==> config.mk <==
export PLATFORM = sky130hd
export DESIGN_NAME = clcd_ctrl
export DESIGN_NICKNAME = d
export VERILOG_FILES = /design/src/rtl/clcd_ctrl.sv
export SDC_FILE = /design/constraint.sdc
export NUM_CORES = 1
export LEC_CHECK = 0
export CORE_ASPECT_RATIO = 1.2
export CORE_MARGIN = 1
export CORE_UTILIZATION = 45
export DETAILED_ROUTE_END_ITERATION = 8
export DONT_BUFFER_PORTS = 1
export GPL_TIMING_DRIVEN = 0
export PLACE_DENSITY = 0.66
export SLEW_MARGIN = 20
export SYNTH_ARGS = -nofsm -noshare
export SYNTH_HDL_FRONTEND = slang
export SYNTH_SLANG_ARGS = --single-unit
==> constraint.sdc <==
create_clock -name clk -period 3.3 [get_ports clk]
set_clock_uncertainty 0.1 [all_clocks]
set_input_delay 0.165 -clock clk [delete_from_list [all_inputs] [get_ports clk]]
set_output_delay 0.165 -clock clk [all_outputs]
set_load 0.1 [all_outputs]
==> src/rtl/clcd_ctrl.sv <==
// clcd_ctrl: character-LCD write sequencer. Runs the HD44780 power-on init
// sequence after reset, then drains a host FIFO of {RS, DQ} bytes. Each byte
// becomes a timed RS/RW/E/DQ write cycle followed by an execution wait.
module clcd_ctrl #(
    parameter int unsigned FIFO_AW = 4,
    parameter int unsigned T_AS    = 2,
    parameter int unsigned T_EH    = 12,
    parameter int unsigned T_AH    = 2,
    parameter int unsigned T_EXEC  = 2500,
    parameter int unsigned T_CLR   = 82000,
    parameter int unsigned T_PWR   = 750000
) (
    input  logic               clk,
    input  logic               nRESET,
    input  logic               i_wr_en,
    input  logic [8:0]         i_wr_data,
    input  logic               i_ovf_clr,
    output logic [FIFO_AW:0]   o_fifo_level,
    output logic               o_fifo_full,
    output logic               o_overflow,
    output logic               o_init_done,
    output logic               o_busy,
    output logic               o_clcd_rs,
    output logic               o_clcd_rw,
    output logic               o_clcd_e,
    output logic [7:0]         o_clcd_dq
);

    function automatic int unsigned max2(input int unsigned a, input int unsigned b);
        return (a > b) ? a : b;
    endfunction

    localparam int unsigned DEPTH   = 1 << FIFO_AW;
    localparam int unsigned LVL_W   = FIFO_AW + 1;
    localparam int unsigned CNT_MAX = max2(max2(max2(T_AS, T_EH), max2(T_AH, T_EXEC)),
                                           max2(T_CLR, T_PWR));
    localparam int unsigned CNT_W   = $clog2(CNT_MAX + 1);

    localparam logic [CNT_W-1:0] AS_LAST   = CNT_W'(T_AS - 1);
    localparam logic [CNT_W-1:0] EH_LAST   = CNT_W'(T_EH - 1);
    localparam logic [CNT_W-1:0] AH_LAST   = CNT_W'(T_AH - 1);
    localparam logic [CNT_W-1:0] EXEC_LAST = CNT_W'(T_EXEC - 1);
    localparam logic [CNT_W-1:0] CLR_LAST  = CNT_W'(T_CLR - 1);
    localparam logic [CNT_W-1:0] PWR_LAST  = CNT_W'(T_PWR - 1);
    localparam logic [LVL_W-1:0] LVL_FULL  = LVL_W'(DEPTH);

    typedef enum logic [2:0] {
        StPwrWait,
        StInitLoad,
        StIdle,
        StSetup,
        StEHigh,
        StHold,
        StExecWait
    } state_e;

    // HD44780 8-bit power-on sequence: function set x3, display on, clear, entry mode
    function automatic logic [8:0] init_rom(input logic [2:0] k);
        case (k)
            3'd0, 3'd1, 3'd2: return 9'h038;
            3'd3:             return 9'h00C;
            3'd4:             return 9'h001;
            default:          return 9'h006;
        endcase
    endfunction

    state_e             r_state, w_state_d;
    logic [CNT_W-1:0]   r_cnt, w_cnt_d;
    logic [2:0]         r_init_k, w_init_k_d;
    logic               r_init_done, w_init_done_d;
    logic               r_rs, w_rs_d;
    logic [7:0]         r_dq, w_dq_d;
    logic               r_e, w_e_d;

    logic [8:0]         r_mem [DEPTH];
    logic [FIFO_AW-1:0] r_wr_ptr, r_rd_ptr;
    logic [LVL_W-1:0]   r_level, w_level_d;
    logic               r_full;
    logic               r_ovf, w_ovf_d;
    logic               r_busy, w_busy_d;

    logic               w_push;
    logic               w_pop;
    logic               w_is_clr;
    logic [CNT_W-1:0]   w_exec_last;

    // Clear/home commands need the long execution wait
    assign w_is_clr    = !r_rs && (r_dq[7:2] == 6'd0) && (r_dq[1:0] != 2'd0);
    assign w_exec_last = w_is_clr ? CLR_LAST : EXEC_LAST;

    // A push into a full FIFO is still accepted when the head leaves on the same edge
    assign w_push    = i_wr_en && (!r_full || w_pop);
    assign w_level_d = r_level + LVL_W'(w_push) - LVL_W'(w_pop);
    assign w_e_d     = (w_state_d == StEHigh);
    assign w_busy_d  = !w_init_done_d || (w_state_d != StIdle) || (w_level_d != '0);

    // Overflow is sticky; a coincident overflowing push beats the clear
    always_comb begin
        w_ovf_d = r_ovf;
        if (i_ovf_clr) begin
            w_ovf_d = 1'b0;
        end
        if (i_wr_en && !w_push) begin
            w_ovf_d = 1'b1;
        end
    end

    // Sequencer next-state: phase timing, init ROM walk and FIFO pop
    always_comb begin
        w_state_d     = r_state;
        w_cnt_d       = r_cnt;
        w_init_k_d    = r_init_k;
        w_init_done_d = r_init_done;
        w_rs_d        = r_rs;
        w_dq_d        = r_dq;
        w_pop         = 1'b0;
        case (r_state)
            StPwrWait: begin
                if (r_cnt == PWR_LAST) begin
                    w_cnt_d   = '0;
                    w_state_d = StInitLoad;
                end else begin
                    w_cnt_d = r_cnt + CNT_W'(1);
                end
            end
            StInitLoad: begin
                {w_rs_d, w_dq_d} = init_rom(r_init_k);
                w_cnt_d          = '0;
                w_state_d        = StSetup;
            end
            StIdle: begin
                if (r_init_done && (r_level != '0)) begin
                    w_pop            = 1'b1;
                    {w_rs_d, w_dq_d} = r_mem[r_rd_ptr];
                    w_cnt_d          = '0;
                    w_state_d        = StSetup;
                end
            end
            StSetup: begin
                if (r_cnt == AS_LAST) begin
                    w_cnt_d   = '0;
                    w_state_d = StEHigh;
                end else begin
                    w_cnt_d = r_cnt + CNT_W'(1);
                end
            end
            StEHigh: begin
                if (r_cnt == EH_LAST) begin
                    w_cnt_d   = '0;
                    w_state_d = StHold;
                end else begin
                    w_cnt_d = r_cnt + CNT_W'(1);
                end
            end
            StHold: begin
                if (r_cnt == AH_LAST) begin
                    w_cnt_d   = '0;
                    w_state_d = StExecWait;
                end else begin
                    w_cnt_d = r_cnt + CNT_W'(1);
                end
            end
            StExecWait: begin
                if (r_cnt == w_exec_last) begin
                    w_cnt_d = '0;
                    if (r_init_done) begin
                        w_state_d = StIdle;
                    end else if (r_init_k == 3'd5) begin
                        w_init_done_d = 1'b1;
                        w_init_k_d    = 3'd0;
                        w_state_d     = StIdle;
                    end else begin
                        w_init_k_d = r_init_k + 3'd1;
                        w_state_d  = StInitLoad;
                    end
                end else begin
                    w_cnt_d = r_cnt + CNT_W'(1);
                end
            end
            default: begin
                w_cnt_d   = '0;
                w_state_d = StPwrWait;
            end
        endcase
    end

    // Sequencer, bus and status registers; reset drops E immediately
    always_ff @(posedge clk or negedge nRESET) begin
        if (!nRESET) begin
            r_state     <= StPwrWait;
            r_cnt       <= '0;
            r_init_k    <= 3'd0;
            r_init_done <= 1'b0;
            r_rs        <= 1'b0;
            r_dq        <= 8'h00;
            r_e         <= 1'b0;
            r_wr_ptr    <= '0;
            r_rd_ptr    <= '0;
            r_level     <= '0;
            r_full      <= 1'b0;
            r_ovf       <= 1'b0;
            r_busy      <= 1'b1;
        end else begin
            r_state     <= w_state_d;
            r_cnt       <= w_cnt_d;
            r_init_k    <= w_init_k_d;
            r_init_done <= w_init_done_d;
            r_rs        <= w_rs_d;
            r_dq        <= w_dq_d;
            r_e         <= w_e_d;
            r_level     <= w_level_d;
            r_full      <= (w_level_d == LVL_FULL);
            r_ovf       <= w_ovf_d;
            r_busy      <= w_busy_d;
            if (w_push) begin
                r_wr_ptr <= r_wr_ptr + FIFO_AW'(1);
            end
            if (w_pop) begin
                r_rd_ptr <= r_rd_ptr + FIFO_AW'(1);
            end
        end
    end

    // FIFO storage; contents are only meaningful between the pointers
    always_ff @(posedge clk) begin
        if (w_push) begin
            r_mem[r_wr_ptr] <= i_wr_data;
        end
    end

    assign o_fifo_level = r_level;
    assign o_fifo_full  = r_full;
    assign o_overflow   = r_ovf;
    assign o_init_done  = r_init_done;
    assign o_busy       = r_busy;
    assign o_clcd_rs    = r_rs;
    assign o_clcd_rw    = 1'b0;
    assign o_clcd_e     = r_e;
    assign o_clcd_dq    = r_dq;

endmodule

Yosys cells after proc, flatten, opt, wreduce, memory -nomap -nowiden
Memory sizes are Yosys's and may differ from the RTL's.
Index checks and enable logic that the tools add are counted.
{ "word_totals": {"elab_cells": 96, "reg_bits": 53, "memories": 1, "latch_bits": 0, "mem_bits_rw": 144, "romBits": 0} }
{ "mem_list": {"columns": ["memory", "words", "width", "read_ports", "rd_clocked_by_memory_dff", "write_ports", "line_no", "source"], "rows": [
  ["r_mem", 16, 9, 1, 0, 1, "75", "logic [8:0] r_mem [DEPTH];"]
]} }
{ "op_classes": {"n_reduce_logical": 24, "mul": 0, "addsub": 6, "magnitude_cmp": 0, "n_shift": 0, "eq_ne": 19, "n_mux": 32, "n_bitwise": 1, "n_div": 0} }
{ "ops": {"columns": ["cell", "n"], "rows": [
  ["$mux 20", 5],
  ["$pmux 20 s5", 1],
  ["$mux 3", 7],
  ["$pmux 3 s7", 1],
  ["$add 20x1->20 const B", 1],
  ["$eq 20x1->1 const B", 1],
  ["$eq 20x17->1", 1],
  ["$eq 20x20->1 const B", 1],
  ["$eq 20x4->1 const B", 1],
  ["$eq 3x3->1 const B", 6],
  ["$pmux 6 s3", 1],
  ["$mux 17", 1],
  ["$pmux 8 s2", 1],
  ["$eq 3x2->1 const B", 4],
  ["$mux 1", 11],
  ["$reduce_bool 5->1", 2],
  ["$add 4x1->4 const B", 2],
  ["$mux 8", 1],
  ["$eq 3x1->1 const B", 2],
  ["$logic_not 3->1", 2],
  ["$logic_not 6->1", 1],
  ["$reduce_bool 2->1", 3],
  ["$add 5x1->5", 1],
  ["$eq 5x5->1 const B", 1],
  ["14 further kinds", 24]
]} }

Longest topological paths before layout
Gate-level depths: netlist (run 1).
{ "logic_depth": {"word_depth": 10, "depth_mapped": 18, "mapped_depth_nobuf": 18} }

Worst setup path before layout (run 1)
No wires, ideal clock.
{ "synth_timing": {"kind": "flip-flop to flip-flop", "startpoint": "register r_level[2] (netlist: o_fifo_level[2])", "endpoint": "register r_busy (netlist: o_busy)", "arrival_time_ps": 3885, "setup_time_ps": 95, "setup_slack_ps": -780, "t_required_ps": 3105, "path_buffers": 0, "path_stages_with_launch": 17, "path_cell_list": "dfrtp_1 inv_1 ha_1 inv_1 o41a_1 nand2_1 a21boi_2 inv_1 ha_1 inv_1 ha_1 inv_1 fa_1 inv_1 or4_1 nor4_1 nand4b_1"} }
{ "synth_between": {"elab_chain_len": 10, "elab_cells_between_ends": 14} }
{ "synth_rtl": {"columns": ["element", "line_no", "source"], "rows": [
  ["from (decl)", "77", "logic [LVL_W-1:0] r_level, w_level_d;"],
  ["from (signal assigned)", "211", "r_level <= w_level_d;"],
  ["$reduce_bool 5->1 *", "132", "if (r_init_done && (r_level != '0)) begin"],
  ["$logic_and 1x1->1 *", "132", null],
  ["$mux 1 *", "132", null],
  ["$mux 1 *", "117", "case (r_state)"],
  ["$logic_or 1x1->1", "92", "assign w_push = i_wr_en && (!r_full || w_pop);"],
  ["$logic_and 1x1->1", "92", null],
  ["$add 5x1->5", "93", "assign w_level_d = r_level + LVL_W'(w_push) - LVL_W'(w_pop);"],
  ["$sub 5x1->5 *", "93", null],
  ["named net w_level_d[1]", "77", null],
  ["$reduce_bool 5->1 *", "95", "assign w_busy_d = !w_init_done_d || (w_state_d != StIdle) || (w_level_d != '0);"],
  ["$logic_or 1x1->1 *", "95", null],
  ["named net w_busy_d", "80", "logic r_busy, w_busy_d;"],
  ["to (signal assigned)", "214", "r_busy <= w_busy_d;"],
  ["to (decl)", "80", null]
]} }
The timed path passes the listed nets; every way through them passes the cells marked *.
A chain may end at the register's enable or synchronous reset.

Worst setup path in the final report (run 1)
Same ends and word-level chain as after synthesis.

==> results of run 1 <==
-- power breakdown --
group	switching, mW	internal, mW	total (mW)	leakage, nW
combinational	0.535	0.384	0.919	1.13
sequential	0.442	2.94	3.38	2.00
clock	0.944	1.06	2.01	0.279
-- cells in the mapped netlist (8+ instances only) --
master	count
a21oi_1	8
clkbuf_1	15
dfrtp_1	52
edfxtp_1	144
ha_1	14
inv_1	20
mux4_2	43
nand2_1	42
nand2b_1	10
nand3_1	12
nand4_1	10
nor2_1	34
nor3_1	14
o21ai_0	24
xnor2_1	10
-- sequential cells by signal, indices dropped and copies added (netlist names) --
signal / count
o_busy: 1
o_clcd_dq: 8
o_clcd_e: 1
o_clcd_rs: 1
o_fifo_full: 1
o_fifo_level: 5
o_init_done: 1
o_overflow: 1
r_cnt: 20
r_init_k: 3
r_mem: 144
r_rd_ptr: 4
r_state: 3
r_wr_ptr: 4
-- layout make-up --
| class | count | area share, % |
|---|---|---|
| flip-flops and latches | 197 | 57.3 |
| multi-input cells | 315 | 28.9 |
| plain buffers | 27 | 1.35 |
| inverters | 21 | 0.924 |
| clock inverters | 15 | 1.49 |
| repair buffers | 25 | 2.44 |
| well taps | 256 | 3.24 |
| clock buffers | 17 | 4.30 |
-- cell families after synthesis --
group | after synthesis | share of synthesized area (%)
AO/OA/AOI/OAI | 71 | 5.91
buffers and inverters | 48 | 2.46
XOR/XNOR | 13 | 1.32
flip-flops | 197 | 65.5
multiplexers | 51 | 12.3
AND/OR/NAND/NOR | 164 | 10.2
adder cells (fa/ha/maj) | 15 | 2.26
other | 1 | 0.0434
-- path summary, 6_finish.rpt --
path	from	to	slack (ns)	cells past startpoint
worst max-delay path	o_fifo_level[2]	o_busy	-0.34	16
worst min-delay path	nRESET	o_fifo_level[3]	0.16	2
worst max register to register	o_fifo_level[2]	o_busy	-0.34	16
worst min register to register	r_cnt[0]	r_cnt[0]	0.44	1
max in group asynchronous	nRESET	o_busy	2.66	2
min in group clk	i_wr_en	r_wr_ptr[0]	0.18	4
-- layer usage --
layer	part of all wire, %	up-vias
li1	-	2275
met1	42	2530
met2	52	117
met3	3.4	36
met4	2.5	0
met5	0	-
-- critical path, delay by kind of cell, from the launching register on --
family,cells,cell delay (ns)
compound gates,2,0.43
buf+inv,6,0.38
fa+ha+maj,4,1.01
simple gates,4,0.97
flops,1,0.63
-- repair_timing --
action,CTS,global route
pin swaps,3,0
resized for setup,6,15
hold buffers,13,0
setup buffers,3,5
setup endpoints to repair,111,3
endpoints found under the hold margin,198,0
==> results_dict.tcl, run 1 <==
set metrics [dict create \
    status "finished, violations left" \
    fin_crit_sh_pct 110 \
    crit_path_max_incr_delay_ns 0.63 \
    grt_usage_pct 19.5 \
    setup_viol 2 \
    async_flop_share_pct 26.9 \
    grt_pass1_wl_mm 28.7 \
    hp-class "input port to async pin" \
    synth_top_area_share_pct 50.1 \
    die_area_um2 19700 \
    tns_ns -0.599 \
    cts.sinks 197 \
    path_class "flip-flop to flip-flop" \
    viasPerCell 5.68 \
    drt_iter0_drc 390 \
    nFillCells 1572 \
    met2_usage_pct 32.6 \
    clk_path_buf_depth 2 \
    p_leak_nw 3.41 \
    synthCells 560 \
    start_util_pct 45.8 \
    slowest_stage "dfrtp_4" \
    dieWidth_um 128 \
    violations "setup timing" \
    nets 632 \
    place_inst 820 \
    drive_gt1_share_pct 22.9 \
    drc_errors 0 \
    grt.overflow.total 0 \
    power_mw 6.31 \
    diodes 0 \
    final_cell_mix "144 x edfxtp_1, 46 x dfrtp_1, 43 x mux4_2" \
    fp.dieH_um 154 \
    cp_max_fo 4 \
    postLayoutCellArea_um2 9880 \
    wl_mm 17.8 \
    max-vdd-ir-drop_mv 0.369 \
    path_clk_slew_ns 0.07 \
    synthesis.nets 588 \
    worst_slew_pin_slew_ns 1.01 \
    yosysSeqAreaShare_pct 65.5 \
    rsz0062_at_grt "yes" \
    synth.avg_cell_area_um2 15.4 \
    numCtsBuffers 17 \
    yosysUniqueCellTypes 68 \
    finalHoldViolCount 0 \
    met1_usage_pct 24.6 \
    grt_pass1_vias 5117 \
    synthesis.area_um2 8630 \
    multi_input_area_um2 2860 \
    pin_count 33 \
    vias 4958 \
    core-area_um2 18900 \
    worstPathCellList "inv_4, ha_4, inv_2, o41a_1, nand2_4, a21boi_4, inv_1, ha_1, inv_1, ha_2, inv_2, fa_1, inv_2, or4_4, nor4_2, nand4b_1" \
    top_usage_layer "met2" \
    cts_tree "yes" \
    startpoint_type "flip-flop" \
    drtAntennaViolNets 0 \
    grt_max_degree 54 \
    yosys-top-cells-area "edfxtp_1 50%, dfrtp_1 15%, mux4_2 11%" \
    power_density_nw_per_um2 638 \
    rows 55 \
    slew_viol_final 0 \
    root_buffer "clkbuf_16" \
    dr.pass1.iters 5 \
    seq_area_um2 5660 \
    arrival_ns 3.87 \
    min_period_ns 3.64 \
    wl_per_cell_um 20.4 \
    h-tree-depth 4 \
    clock_latency_ns 0.43 \
    final_common_cell "edfxtp_1" \
    synth-seq-cells 197 \
    area_growth_pct 14.5 \
    dp_hpwl_mm 12.3 \
    cap_violations 0 \
    max_freq_mhz 275 \
    place_ws_ns -0.835 \
    holdWs_ns 0.157 \
    crit_required_ns 3.53 \
    setup_slack_ns -0.339 \
    synth_largest_area_cell "edfxtp_1" \
    io_buffers 0 \
    cp_common_cell "inv_2" \
    synth_ff_type "edfxtp_1" \
    slew-limit-headroom_pct 32.9 \
    synth-edff-count 144 \
    yosys_warnings 0 \
    end_kind "flip-flop" \
    finalCoreUtilization_pct 52.4 \
    gr-usage-met3_pct 3.83 \
    placed_cell_area_um2 9030 \
    stdcell_count 873 \
    antenna_found_initial 0 \
    gp_congestion 0.900 \
]
Note: power is estimated with default switching activity, not from simulation.
==> run 2: changes to the inputs <==
- CORE_UTILIZATION: 45 -> 55
- PLACE_DENSITY: 0.66 -> 0.77
==> run 2 against run 1 <==
Against the previous run: the run still ends with setup timing left; flip-flop and latch count is the same; power up 1.4%; sequential share of layout area down 0.21 points; combinational power about the same; via count grew 3.4%; sequential power about the same; non-clock buffer count grew 6; worst hold slack worse by 0.082 ns; critical path type unchanged.
==> results_dict.tcl, run 2 (synthesized netlist as in run 1, its figures left out) <==
set metrics [dict create \
    antenna_found_initial 0 \
    h-tree-depth 4 \
    combPwrFrac_pct 14.4 \
    setup_slack_ns -0.343 \
    top_register "r_mem" \
    numCtsBuffers 17 \
    grt_usage_pct 24.9 \
    cp_max_fo 4 \
    worstPathCellList "inv_4, ha_4, inv_2, o41a_1, nand2_4, a21boi_4, inv_2, ha_4, inv_4, ha_4, inv_2, fa_2, inv_2, or4_4, nor4_2, nand4b_1" \
    worst_slew_pin_slew_ns 1.07 \
    largest_register_ffs 144 \
    clock_latency_ns 0.44 \
    p_sw_share_pct 31.1 \
    rsz0062_at_grt "yes" \
    finalCoreUtilization_pct 65.5 \
    path_class "flip-flop to flip-flop" \
    slew_viol_final 0 \
    violations "setup timing" \
    drc_errors 0 \
    place_inst 768 \
    wl_mm 18.5 \
    slew-limit-headroom_pct 28.6 \
    vias 5125 \
    cp_num_buf_inv 6 \
    status "finished, violations left" \
    wl_per_cell_um 22.4 \
    cap_violations 0 \
    p_sw_mw 1.99 \
    min_from "i_wr_en" \
    tns_ns -0.563 \
    max-vdd-ir-drop_mv 0.438 \
    p_seq_share_pct 53.0 \
    reg2reg_to "o_busy" \
    place_ws_ns -0.802 \
    finalHoldViolCount 0 \
    crit_cells 16 \
    pin_count 33 \
    setup_viol 2 \
    area_growth_pct 14.9 \
    power_density_nw_per_um2 645 \
    startpoint_type "flip-flop" \
    final_cell_mix "144 x edfxtp_1, 46 x dfrtp_1, 43 x mux4_2" \
    drive_gt1_share_pct 23.6 \
    critPathTopFamily "adder cells" \
    io_buffers 0 \
    grt_max_degree 54 \
    crit_path_max_incr_delay_ns 0.63 \
    drt_iter0_drc 438 \
    cts_tree "yes" \
    intPower_mw 4.41 \
    whs_path_depth 3 \
    cp_common_cell "inv_2" \
    final_common_cell "edfxtp_1" \
    dp_hpwl_mm 11.8 \
    rows 49 \
    cts.sinks 197 \
    die_area_um2 16200 \
    reg2reg_depth 16 \
    crit_required_ns 3.55 \
    nets 638 \
    path_clk_slew_ns 0.07 \
    hp-class "input port to flip-flop" \
    max_freq_mhz 275 \
    diodes 0 \
    clkPwrFrac_pct 32.6 \
    stdcell_count 827 \
    min_period_ns 3.64 \
    r2r_setup_slack_ns -0.34 \
    root_buffer "clkbuf_16" \
    p_leak_nw 3.44 \
    clk_path_buf_depth 2 \
    fp.dieH_um 139 \
    whs_endpoint "r_wr_ptr[0]" \
    slowest_stage "dfrtp_4" \
    drtAntennaViolNets 0 \
    arrival_ns 3.89 \
    end_kind "flip-flop" \
    grt_pass1_wl_mm 29.0 \
    dieWidth_um 116 \
    start_util_pct 57.0 \
    viasPerCell 6.20 \
    fin_crit_sh_pct 110 \
    grt_pass1_vias 5158 \
    grt.overflow.total 0 \
    dr.pass1.iters 7 \
    r2r_start "o_fifo_level[2]" \
    core-area_um2 15100 \
    gp_congestion 0.892 \
]
-- run 2: cell count changes in the layout (fill, tap and decap cells not counted), sizes merged --
| cell | delta |
|---|---|
| buf | +6 |
-- run 2: power by group through the flow --
stage	clock, mW	combinational (mW)	sequential, mW
after detailed placement	0	0.686	3.43
after global placement	0	0.623	3.42
after CTS	2.12	0.854	3.39
final	2.09	0.919	3.39
after floorplan	0	0.493	3.39
after global routing	2.21	1.01	3.41
-- run 2: per-stage QoR --
step | hold slack, ns | power (mW) | cell area (um2)
finish | 0.0743 | 6.40 | 9920
detailed placement | -0.229 | 4.12 | 8960
global route | 0.0637 | 6.63 | 9920
CTS | 0.0423 | 6.36 | 9830
global placement | -0.229 | 4.04 | 8910
floorplan | -0.231 | 3.89 | 8660
-- run 2: routing by layer --
metal  track usage [%]  wire, um  up-vias
li1                  -         -     2266
met1              30.1      7120     2625
met2              41.8      9710      189
met3              6.40      1140       45
met4              11.2       514        0
met5                 0         0        -
-- run 2: area by class of cell --
class / count / area, um2
Inverter: 21 / 98.8
Fill cell: 1052 / 5220
Tap cell: 204 / 255
Clock buffer: 17 / 425
Sequential cell: 197 / 5660
Multi-Input combinational cell: 315 / 2870
Buffer: 27 / 134
Timing Repair Buffer: 31 / 295
Clock inverter: 15 / 179
-- run 2: repair_timing --
| action | in CTS | in global routing |
|---|---|---|
| setup buffers | 8 | 6 |
| endpoints found under the hold margin | 198 | 0 |
| endpoints found under the setup margin | 112 | 9 |
| resized for setup | 16 | 6 |
| hold buffers | 13 | 0 |
| pin swaps | 9 | 9 |
-- run 2: how the worst max path moves through the flow --
stage	slack [ns]	start	end
6_report	-0.34	o_fifo_level[2]	o_busy
5_1_grt	-0.45	o_fifo_level[3]	o_busy
4_1_cts	-0.44	o_fifo_level[3]	o_busy
3_5_place_dp	-0.80	r_state[0]	o_busy
3_3_place_gp	-0.75	r_state[0]	o_busy
2_1_floorplan	-0.28	o_fifo_level[2]	o_busy
-- run 2: worst register-to-register path: cells and delay by family, from the launching register on --
family | cells | cell delay [ns]
fa+ha+maj | 4 | 0.98
simple gates | 4 | 0.97
flops | 1 | 0.63
compound gates | 2 | 0.49
buf+inv | 6 | 0.39
